<file path="config.mk">
export PLATFORM = sky130hd
export DESIGN_NAME = cache_line_fill_flat
export DESIGN_NICKNAME = d
export VERILOG_FILES = /design/src/rtl/cache_line_fill_if.sv /design/src/rtl/cache_line_fill.sv /design/src/flat_wrapper.sv
export SDC_FILE = /design/constraint.sdc
export NUM_CORES = 1
export LEC_CHECK = 0
export ABC_CLOCK_PERIOD_IN_PS = 8590
export BUFFER_PORTS_ARGS = -buffer_cell sky130_fd_sc_hd__buf_2
export CAP_MARGIN = 20
export CORE_AREA = 2 2 471 473
export DETAILED_ROUTE_END_ITERATION = 6
export DIE_AREA = 0 0 473 475
export PLACE_DENSITY = 0.3
export SYNTH_ARGS = -nofsm -noshare
export SYNTH_HDL_FRONTEND = slang
export SYNTH_SLANG_ARGS = --single-unit
export TNS_END_PERCENT = 100
</file>
<file path="constraint.sdc">
create_clock -name axis_aclk -period 8.59 [get_ports axis_aclk]
set_input_delay 1.718 -clock axis_aclk [delete_from_list [all_inputs] [get_ports axis_aclk]]
set_output_delay 1.718 -clock axis_aclk [all_outputs]
set_load 0.05 [all_outputs]
</file>
<file path="src/rtl/cache_line_fill_if.sv">
// AXI4 read-channel bundle (AR + R) between the line-fill engine and the backend.
// Ports (modport master = fill engine, slave = backend/interconnect):
//   AR: m_arvalid, m_arready, m_araddr, m_arid, m_arlen, m_arsize, m_arburst
//   R : m_rvalid, m_rready, m_rdata, m_rid, m_rresp, m_rlast
interface cache_line_fill_if #(
    parameter int unsigned ADDR_WIDTH = 48,
    parameter int unsigned DATA_WIDTH = 512,
    parameter int unsigned ID_WIDTH   = 1
);
    logic                  m_arvalid;
    logic                  m_arready;
    logic [ADDR_WIDTH-1:0] m_araddr;
    logic [ID_WIDTH-1:0]   m_arid;
    logic [7:0]            m_arlen;
    logic [2:0]            m_arsize;
    logic [1:0]            m_arburst;

    logic                  m_rvalid;
    logic                  m_rready;
    logic [DATA_WIDTH-1:0] m_rdata;
    logic [ID_WIDTH-1:0]   m_rid;
    logic [1:0]            m_rresp;
    logic                  m_rlast;

    modport master (
        output m_arvalid, m_araddr, m_arid, m_arlen, m_arsize, m_arburst, m_rready,
        input  m_arready, m_rvalid, m_rdata, m_rid, m_rresp, m_rlast
    );

    modport slave (
        input  m_arvalid, m_araddr, m_arid, m_arlen, m_arsize, m_arburst, m_rready,
        output m_arready, m_rvalid, m_rdata, m_rid, m_rresp, m_rlast
    );
endinterface

</file>
<file path="src/rtl/cache_line_fill.sv">
// Cache line-fill engine: accepts one line-fill request, issues a single INCR
// burst read on the backend AXI4 port, streams each returned beat to the cache
// data RAM write port and reports completion with an error flag.
// Ports:
//   axis_aclk, rst              clock, asynchronous active-high reset
//   req_valid/req_ready/req_addr  fill request (low line-offset bits ignored)
//   fill_valid/fill_ready/fill_data/fill_beat/fill_last  data RAM write stream
//   done_valid/done_error/done_addr  one-cycle completion report
//   m_axi                       AXI4 AR/R channels (master modport)
module cache_line_fill #(
    parameter int unsigned ADDR_WIDTH         = 48,
    parameter int unsigned LINE_BYTES         = 512,
    parameter int unsigned BACKEND_DATA_WIDTH = 512,
    parameter int unsigned BACKEND_ID_WIDTH   = 1,
    parameter int unsigned FILL_ID            = 0,
    localparam int unsigned BEATS  = LINE_BYTES * 8 / BACKEND_DATA_WIDTH,
    localparam int unsigned BEAT_W = (BEATS > 1) ? $clog2(BEATS) : 1
) (
    input  logic                          axis_aclk,
    input  logic                          rst,

    input  logic                          req_valid,
    output logic                          req_ready,
    input  logic [ADDR_WIDTH-1:0]         req_addr,

    output logic                          fill_valid,
    input  logic                          fill_ready,
    output logic [BACKEND_DATA_WIDTH-1:0] fill_data,
    output logic [BEAT_W-1:0]             fill_beat,
    output logic                          fill_last,

    output logic                          done_valid,
    output logic                          done_error,
    output logic [ADDR_WIDTH-1:0]         done_addr,

    cache_line_fill_if.master             m_axi
);

    localparam int unsigned OFF_W  = $clog2(LINE_BYTES);
    localparam int unsigned SIZE_V = $clog2(BACKEND_DATA_WIDTH / 8);
    localparam logic [BEAT_W-1:0]     LAST_BEAT = BEAT_W'(BEATS - 1);
    localparam logic [ADDR_WIDTH-1:0] LINE_MASK = {{(ADDR_WIDTH - OFF_W){1'b1}}, {OFF_W{1'b0}}};

    typedef enum logic [2:0] {
        IDLE,
        ADDR,
        DATA,
        DRAIN,
        DONE
    } state_t;

    state_t                  state, next_state;
    logic [BEAT_W-1:0]       cnt_q, cnt_next;
    logic                    err_q, err_next;
    logic                    arvalid_q;
    logic [ADDR_WIDTH-1:0]   araddr_q;
    logic                    rready_c;
    logic                    r_bad_c;

    // Fixed burst shape: one full line, INCR, full-width beats.
    assign m_axi.m_arvalid = arvalid_q;
    assign m_axi.m_araddr  = araddr_q;
    assign m_axi.m_arid    = BACKEND_ID_WIDTH'(FILL_ID);
    assign m_axi.m_arlen   = 8'(BEATS - 1);
    assign m_axi.m_arsize  = 3'(SIZE_V);
    assign m_axi.m_arburst = 2'b01;
    assign m_axi.m_rready  = rready_c;

    // Per-beat error: non-OKAY response or a beat that is not ours.
    assign r_bad_c = (m_axi.m_rresp != 2'b00) ||
                     (m_axi.m_rid != BACKEND_ID_WIDTH'(FILL_ID));

    // State register.
    always_ff @(posedge axis_aclk or posedge rst) begin
        if (rst) begin
            state <= IDLE;
        end else begin
            state <= next_state;
        end
    end

    // Next-state, beat bookkeeping and combinational stream outputs.
    always_comb begin
        next_state = state;
        cnt_next   = cnt_q;
        err_next   = err_q;
        req_ready  = 1'b0;
        fill_valid = 1'b0;
        rready_c   = 1'b0;
        fill_data  = '0;
        fill_beat  = '0;
        fill_last  = 1'b0;

        case (state)
            IDLE: begin
                req_ready = 1'b1;
                if (req_valid) begin
                    cnt_next   = '0;
                    err_next   = 1'b0;
                    next_state = ADDR;
                end
            end

            ADDR: begin
                if (m_axi.m_arready) begin
                    next_state = DATA;
                end
            end

            DATA: begin
                fill_valid = m_axi.m_rvalid;
                rready_c   = fill_ready;
                fill_data  = m_axi.m_rdata;
                fill_beat  = cnt_q;
                fill_last  = (cnt_q == LAST_BEAT);
                if (m_axi.m_rvalid && fill_ready) begin
                    if (r_bad_c) begin
                        err_next = 1'b1;
                    end
                    if (cnt_q == LAST_BEAT) begin
                        // Line complete; a missing RLAST means the slave has more to send.
                        if (m_axi.m_rlast) begin
                            next_state = DONE;
                        end else begin
                            err_next   = 1'b1;
                            next_state = DRAIN;
                        end
                    end else if (m_axi.m_rlast) begin
                        // Short burst: the rest of the line is never written.
                        err_next   = 1'b1;
                        next_state = DONE;
                    end else begin
                        cnt_next = cnt_q + BEAT_W'(1);
                    end
                end
            end

            DRAIN: begin
                // Swallow surplus beats until the slave closes the burst.
                rready_c = 1'b1;
                if (m_axi.m_rvalid && m_axi.m_rlast) begin
                    next_state = DONE;
                end
            end

            DONE: begin
                next_state = IDLE;
            end

            default: begin
                next_state = IDLE;
            end
        endcase
    end

    // Registered AR channel, beat counter, error flag and completion report.
    always_ff @(posedge axis_aclk or posedge rst) begin
        if (rst) begin
            arvalid_q  <= 1'b0;
            araddr_q   <= '0;
            cnt_q      <= '0;
            err_q      <= 1'b0;
            done_valid <= 1'b0;
            done_error <= 1'b0;
            done_addr  <= '0;
        end else begin
            cnt_q      <= cnt_next;
            err_q      <= err_next;
            done_valid <= (next_state == DONE);

            if (state == IDLE && req_valid) begin
                arvalid_q <= 1'b1;
                araddr_q  <= req_addr & LINE_MASK;
            end else if (state == ADDR && m_axi.m_arready) begin
                arvalid_q <= 1'b0;
            end

            if (next_state == DONE) begin
                done_error <= err_next;
                done_addr  <= araddr_q;
            end
        end
    end

endmodule

</file>
<file path="src/flat_wrapper.sv">
// flat-port wrapper written by rule: the top's interface ports become plain ports
module cache_line_fill_flat 
#(
    parameter int unsigned ADDR_WIDTH         = 48,
    parameter int unsigned LINE_BYTES         = 512,
    parameter int unsigned BACKEND_DATA_WIDTH = 512,
    parameter int unsigned BACKEND_ID_WIDTH   = 1,
    parameter int unsigned FILL_ID            = 0,
    localparam int unsigned BEATS  = LINE_BYTES * 8 / BACKEND_DATA_WIDTH,
    localparam int unsigned BEAT_W = (BEATS > 1) ? $clog2(BEATS) : 1
)
  (axis_aclk, rst, req_valid, req_ready, req_addr, fill_valid, fill_ready, fill_data, fill_beat, fill_last, done_valid, done_error, done_addr, m_axi_m_arvalid, m_axi_m_araddr, m_axi_m_arid, m_axi_m_arlen, m_axi_m_arsize, m_axi_m_arburst, m_axi_m_rready, m_axi_m_arready, m_axi_m_rvalid, m_axi_m_rdata, m_axi_m_rid, m_axi_m_rresp, m_axi_m_rlast);
  cache_line_fill_if #(.ADDR_WIDTH(ADDR_WIDTH), .DATA_WIDTH((512)), .ID_WIDTH((1))) m_axi_i ();
  input  logic axis_aclk;
  input  logic rst;
  input  logic req_valid;
  output logic req_ready;
  input  logic [ADDR_WIDTH-1:0] req_addr;
  output logic fill_valid;
  input  logic fill_ready;
  output logic [BACKEND_DATA_WIDTH-1:0] fill_data;
  output logic [BEAT_W-1:0] fill_beat;
  output logic fill_last;
  output logic done_valid;
  output logic done_error;
  output logic [ADDR_WIDTH-1:0] done_addr;
  output wire logic [$bits(m_axi_i.m_arvalid)-1:0] m_axi_m_arvalid;
  output wire logic [$bits(m_axi_i.m_araddr)-1:0] m_axi_m_araddr;
  output wire logic [$bits(m_axi_i.m_arid)-1:0] m_axi_m_arid;
  output wire logic [$bits(m_axi_i.m_arlen)-1:0] m_axi_m_arlen;
  output wire logic [$bits(m_axi_i.m_arsize)-1:0] m_axi_m_arsize;
  output wire logic [$bits(m_axi_i.m_arburst)-1:0] m_axi_m_arburst;
  output wire logic [$bits(m_axi_i.m_rready)-1:0] m_axi_m_rready;
  input wire logic [$bits(m_axi_i.m_arready)-1:0] m_axi_m_arready;
  input wire logic [$bits(m_axi_i.m_rvalid)-1:0] m_axi_m_rvalid;
  input wire logic [$bits(m_axi_i.m_rdata)-1:0] m_axi_m_rdata;
  input wire logic [$bits(m_axi_i.m_rid)-1:0] m_axi_m_rid;
  input wire logic [$bits(m_axi_i.m_rresp)-1:0] m_axi_m_rresp;
  input wire logic [$bits(m_axi_i.m_rlast)-1:0] m_axi_m_rlast;
  assign m_axi_m_arvalid = m_axi_i.m_arvalid;
  assign m_axi_m_araddr = m_axi_i.m_araddr;
  assign m_axi_m_arid = m_axi_i.m_arid;
  assign m_axi_m_arlen = m_axi_i.m_arlen;
  assign m_axi_m_arsize = m_axi_i.m_arsize;
  assign m_axi_m_arburst = m_axi_i.m_arburst;
  assign m_axi_m_rready = m_axi_i.m_rready;
  assign m_axi_i.m_arready = m_axi_m_arready;
  assign m_axi_i.m_rvalid = m_axi_m_rvalid;
  assign m_axi_i.m_rdata = m_axi_m_rdata;
  assign m_axi_i.m_rid = m_axi_m_rid;
  assign m_axi_i.m_rresp = m_axi_m_rresp;
  assign m_axi_i.m_rlast = m_axi_m_rlast;
  cache_line_fill #(.ADDR_WIDTH(ADDR_WIDTH), .LINE_BYTES(LINE_BYTES), .BACKEND_DATA_WIDTH(BACKEND_DATA_WIDTH), .BACKEND_ID_WIDTH(BACKEND_ID_WIDTH), .FILL_ID(FILL_ID)) u_core (.axis_aclk(axis_aclk), .rst(rst), .req_valid(req_valid), .req_ready(req_ready), .req_addr(req_addr), .fill_valid(fill_valid), .fill_ready(fill_ready), .fill_data(fill_data), .fill_beat(fill_beat), .fill_last(fill_last), .done_valid(done_valid), .done_error(done_error), .done_addr(done_addr), .m_axi(m_axi_i));
endmodule
</file>
==> metrics <==
status=complete, no violations; largest net degree at the start of global routing=256; switching power total=4.850 mW; GR Layer Usage met2=0.2851; ys async rst share=1.000; number of max-capacitance violations reported=0; Detailed Route WL=175,000 um; critical path startpoint category=flip-flop; leading post-synthesis cells by instance count=517 x and2_1, 88 x dfrtp_1, 73 x mux2_2; net total in the final layout=2,506; CTS buffer count=9; final cell utilization of the core=0.07610; Final TNS setup=0 ps; worst-path fanout max=255; count of hold buffers inserted by post-cts repair=0; overall track demand over capacity in global routing=0.1484; Mean Syn Cell Area=8.669 um2; first element of the critical path=u_core.state[1]$_DFF_PP0_; capture endpoint of the worst hold path=u_core.done_addr[40]$_DFFE_PP0N_; fraction of final layout cells sized beyond drive strength 1=0.6514; post-layout total power=6.790 mW; synthesis warning total=0; post-route ant nets=0; R2R cell count=4; met3 Usage GRT=0.1182; worst-margin pin slew=970.9 ps; switching power share of the total=0.7144; area added between synthesis and finish=133.1%; data arrival time of the critical path=2990 ps; Final setup viols=0; first-pass GRT wire length=195,400 um; worst hold path cell count=1; global-route track usage on met1=0.1201; post-CTS setup repair buffer count=0; initial core utilization=0.03264; cell accounting for the most synthesized area=and2_1; die width=473 um; total DRC errors in the routed layout=0; reg-to-reg critical path endpoint=u_core.done_addr[21]$_DFFE_PP0N_; Cells after Synth=825; leakage power=8.503 nW; remaining global-route overflow=0; beginning of the worst register-to-register path=u_core.state[0]$_DFF_PP0_; clock tree from TritonCTS=done; number of max-slew violations in the final report=0; worst rel slew slack=0.3527; iteration count of the initial detailed-routing pass=5; global placer's final weighted congestion=0.8266; Cell Int Power=1.939 mW; Comb power frac=0.818; Post-synth EDFFs=0; post-synthesis register bit count=88; vias in the first global route=10,470; number of unique standard cell types used by synthesis=31; sequential fraction of design power=0.118; post-DR wirelength/cell=35.94 um; estimated wirelength of the detail-placed design=166,900 um; power density over the cells=407.2 nW/um2; highest clock frequency the design can meet=212.3 MHz; clock power share=0.064; highest-utilization routing layer at the global route stage=met2; Placement Rows=172; Clock Latency Late Sink=400 ps; Hold/Removal Path Class=flip-flop to flip-flop; top_reg_cell synth=dfrtp_1; Synth top area share=0.4522; post-cts sizing count=0; vias per std cell=2.513; Synth area leaders=and2_1 45%, dfrtp_1 31%, mux2_2 11%; number of hold violations in the final report=0; portion of the post-synthesis area used by sequential elements=0.3079; startpoint of the worst hold path=u_core.done_addr[40]$_DFFE_PP0N_; antenna violations before repair=412; path type of the worst setup path=flip-flop to output port; data required time at the worst endpoint=6870 ps; most frequent cell after synthesis=and2_1; unrepaired setup endpoints after global routing=no; IO Count=1,202; hold slack final=491.0 ps; Clock Sink Count=88; crit share post-route=0.5484; post-layout minimum cycle time=4711 ps; IR Drop Worst-Case VDD=0.2065 mV; core region area=219,100 um2; crit end category=output port; Die Ht=475 um; DR iter-0 viols=403; synthesized cell area=7152 um2; slack of the worst reg-to-reg path=6090 ps; die outline area=224,700 um2; deepest level of the CTS H-tree=3; routed via count=12,230; buffer cell driving the clock tree root=clkbuf_16; setup clock skew after layout=16.87 ps; filler cell count=25,980; Port-buffer cells=1,160; deepest clock path buffer count=2; Clock transition at path regs=90 ps
[power by group through the flow]
stage,Clock [mW],Sequential (mW),Combinational [mW]
floorplan,0,1.40,3.15
global placement,0,0.812,5.74
detailed placement,0,0.817,5.75
CTS,0.463,0.814,5.75
global route,0.476,0.835,5.82
finish,0.432,0.800,5.56
[cell type report]
type / count / area, um2 / area share
Tap cell: 2871 / 3592 / 0.2155
Inverter: 2 / 10.01 / 0.0006004
Sequential cell: 88 / 2202 / 0.1321
Clock buffer: 9 / 225.2 / 0.01351
Multi-Input combinational cell: 665 / 4546 / 0.2726
Clock inverter: 7 / 73.82 / 0.004428
Antenna cell: 58 / 145.1 / 0.008705
Timing Repair Buffer: 1168 / 5878 / 0.3526
[kinds of logic after synthesis]
kind of cell / share of synthesized area
compound gates: 0.009098
xor+xnor: 0.001225
fa+ha+maj: 0.003498
buf+inv: 0.07418
flops: 0.3079
mux: 0.1274
other cells: 0.001050
simple gates: 0.4757
[worst max-delay path, stage by stage (launching register included)]
cell and delay [ps]:
dfrtp_1 580, nor3b_4 260, buf_4 330, buf_12 600, and2_1 240, buf_2 410
[layout by cell type, fill, tap and decap left out, types with 2 or more instances in the layout]
cell | netlist | routed
buf_2 | 10 | 1160
and2_1 | 517 | 517
dfrtp_1 | 88 | 88
mux2_2 | 73 | 73
diode_2 | 0 | 58
conb_1 | 2 | 32
clkbuf_16 | 0 | 9
mux2_1 | 7 | 7
buf_4 | 36 | 7
nor2b_1 | 4 | 4
nor2_1 | 5 | 4
nand2_1 | 3 | 3
nor3_1 | 3 | 3
inv_8 | 0 | 3
nand2b_1 | 2 | 2
a21oi_1 | 2 | 2
ha_1 | 2 | 2
clkinvlp_4 | 0 | 2
[metal layers]
| layer | up-vias | share of wire |
|---|---|---|
| li1 | 4779 | - |
| met1 | 5249 | 0.27 |
| met2 | 1260 | 0.52 |
| met3 | 692 | 0.18 |
| met4 | 254 | 0.023 |
| met5 | - | 0.0095 |
[worst max path at each step]
stage | endpoint | cells after the start
after CTS | fill_data[83] | 5
final | fill_data[52] | 5
after global placement | fill_data[83] | 5
after floorplan | m_axi_m_rready | 2
after detailed placement | fill_data[83] | 5
after global routing | fill_data[52] | 5
[sequential cells by signal (all words and copies together), names as in the netlist]
| signal | cells |
|---|---|
| u_core.cnt_q | 3 |
| u_core.done_addr | 39 |
| u_core.done_error | 1 |
| u_core.done_valid | 1 |
| u_core.err_q | 1 |
| u_core.m_axi.m_araddr | 39 |
| u_core.m_axi.m_arvalid | 1 |
| u_core.state | 3 |
[stage by stage]
step | instance area (um2) | setup slack (ps) | cells
after global routing | 16580 | 3544 | 4830
after CTS | 16530 | 3693 | 4810
final | 16670 | 3879 | 4868
after floorplan | 7264 | 4482 | 855
after global placement | 16230 | 4176 | 4794
after detailed placement | 16230 | 4169 | 4794
(Power assumes the default switching activity.)
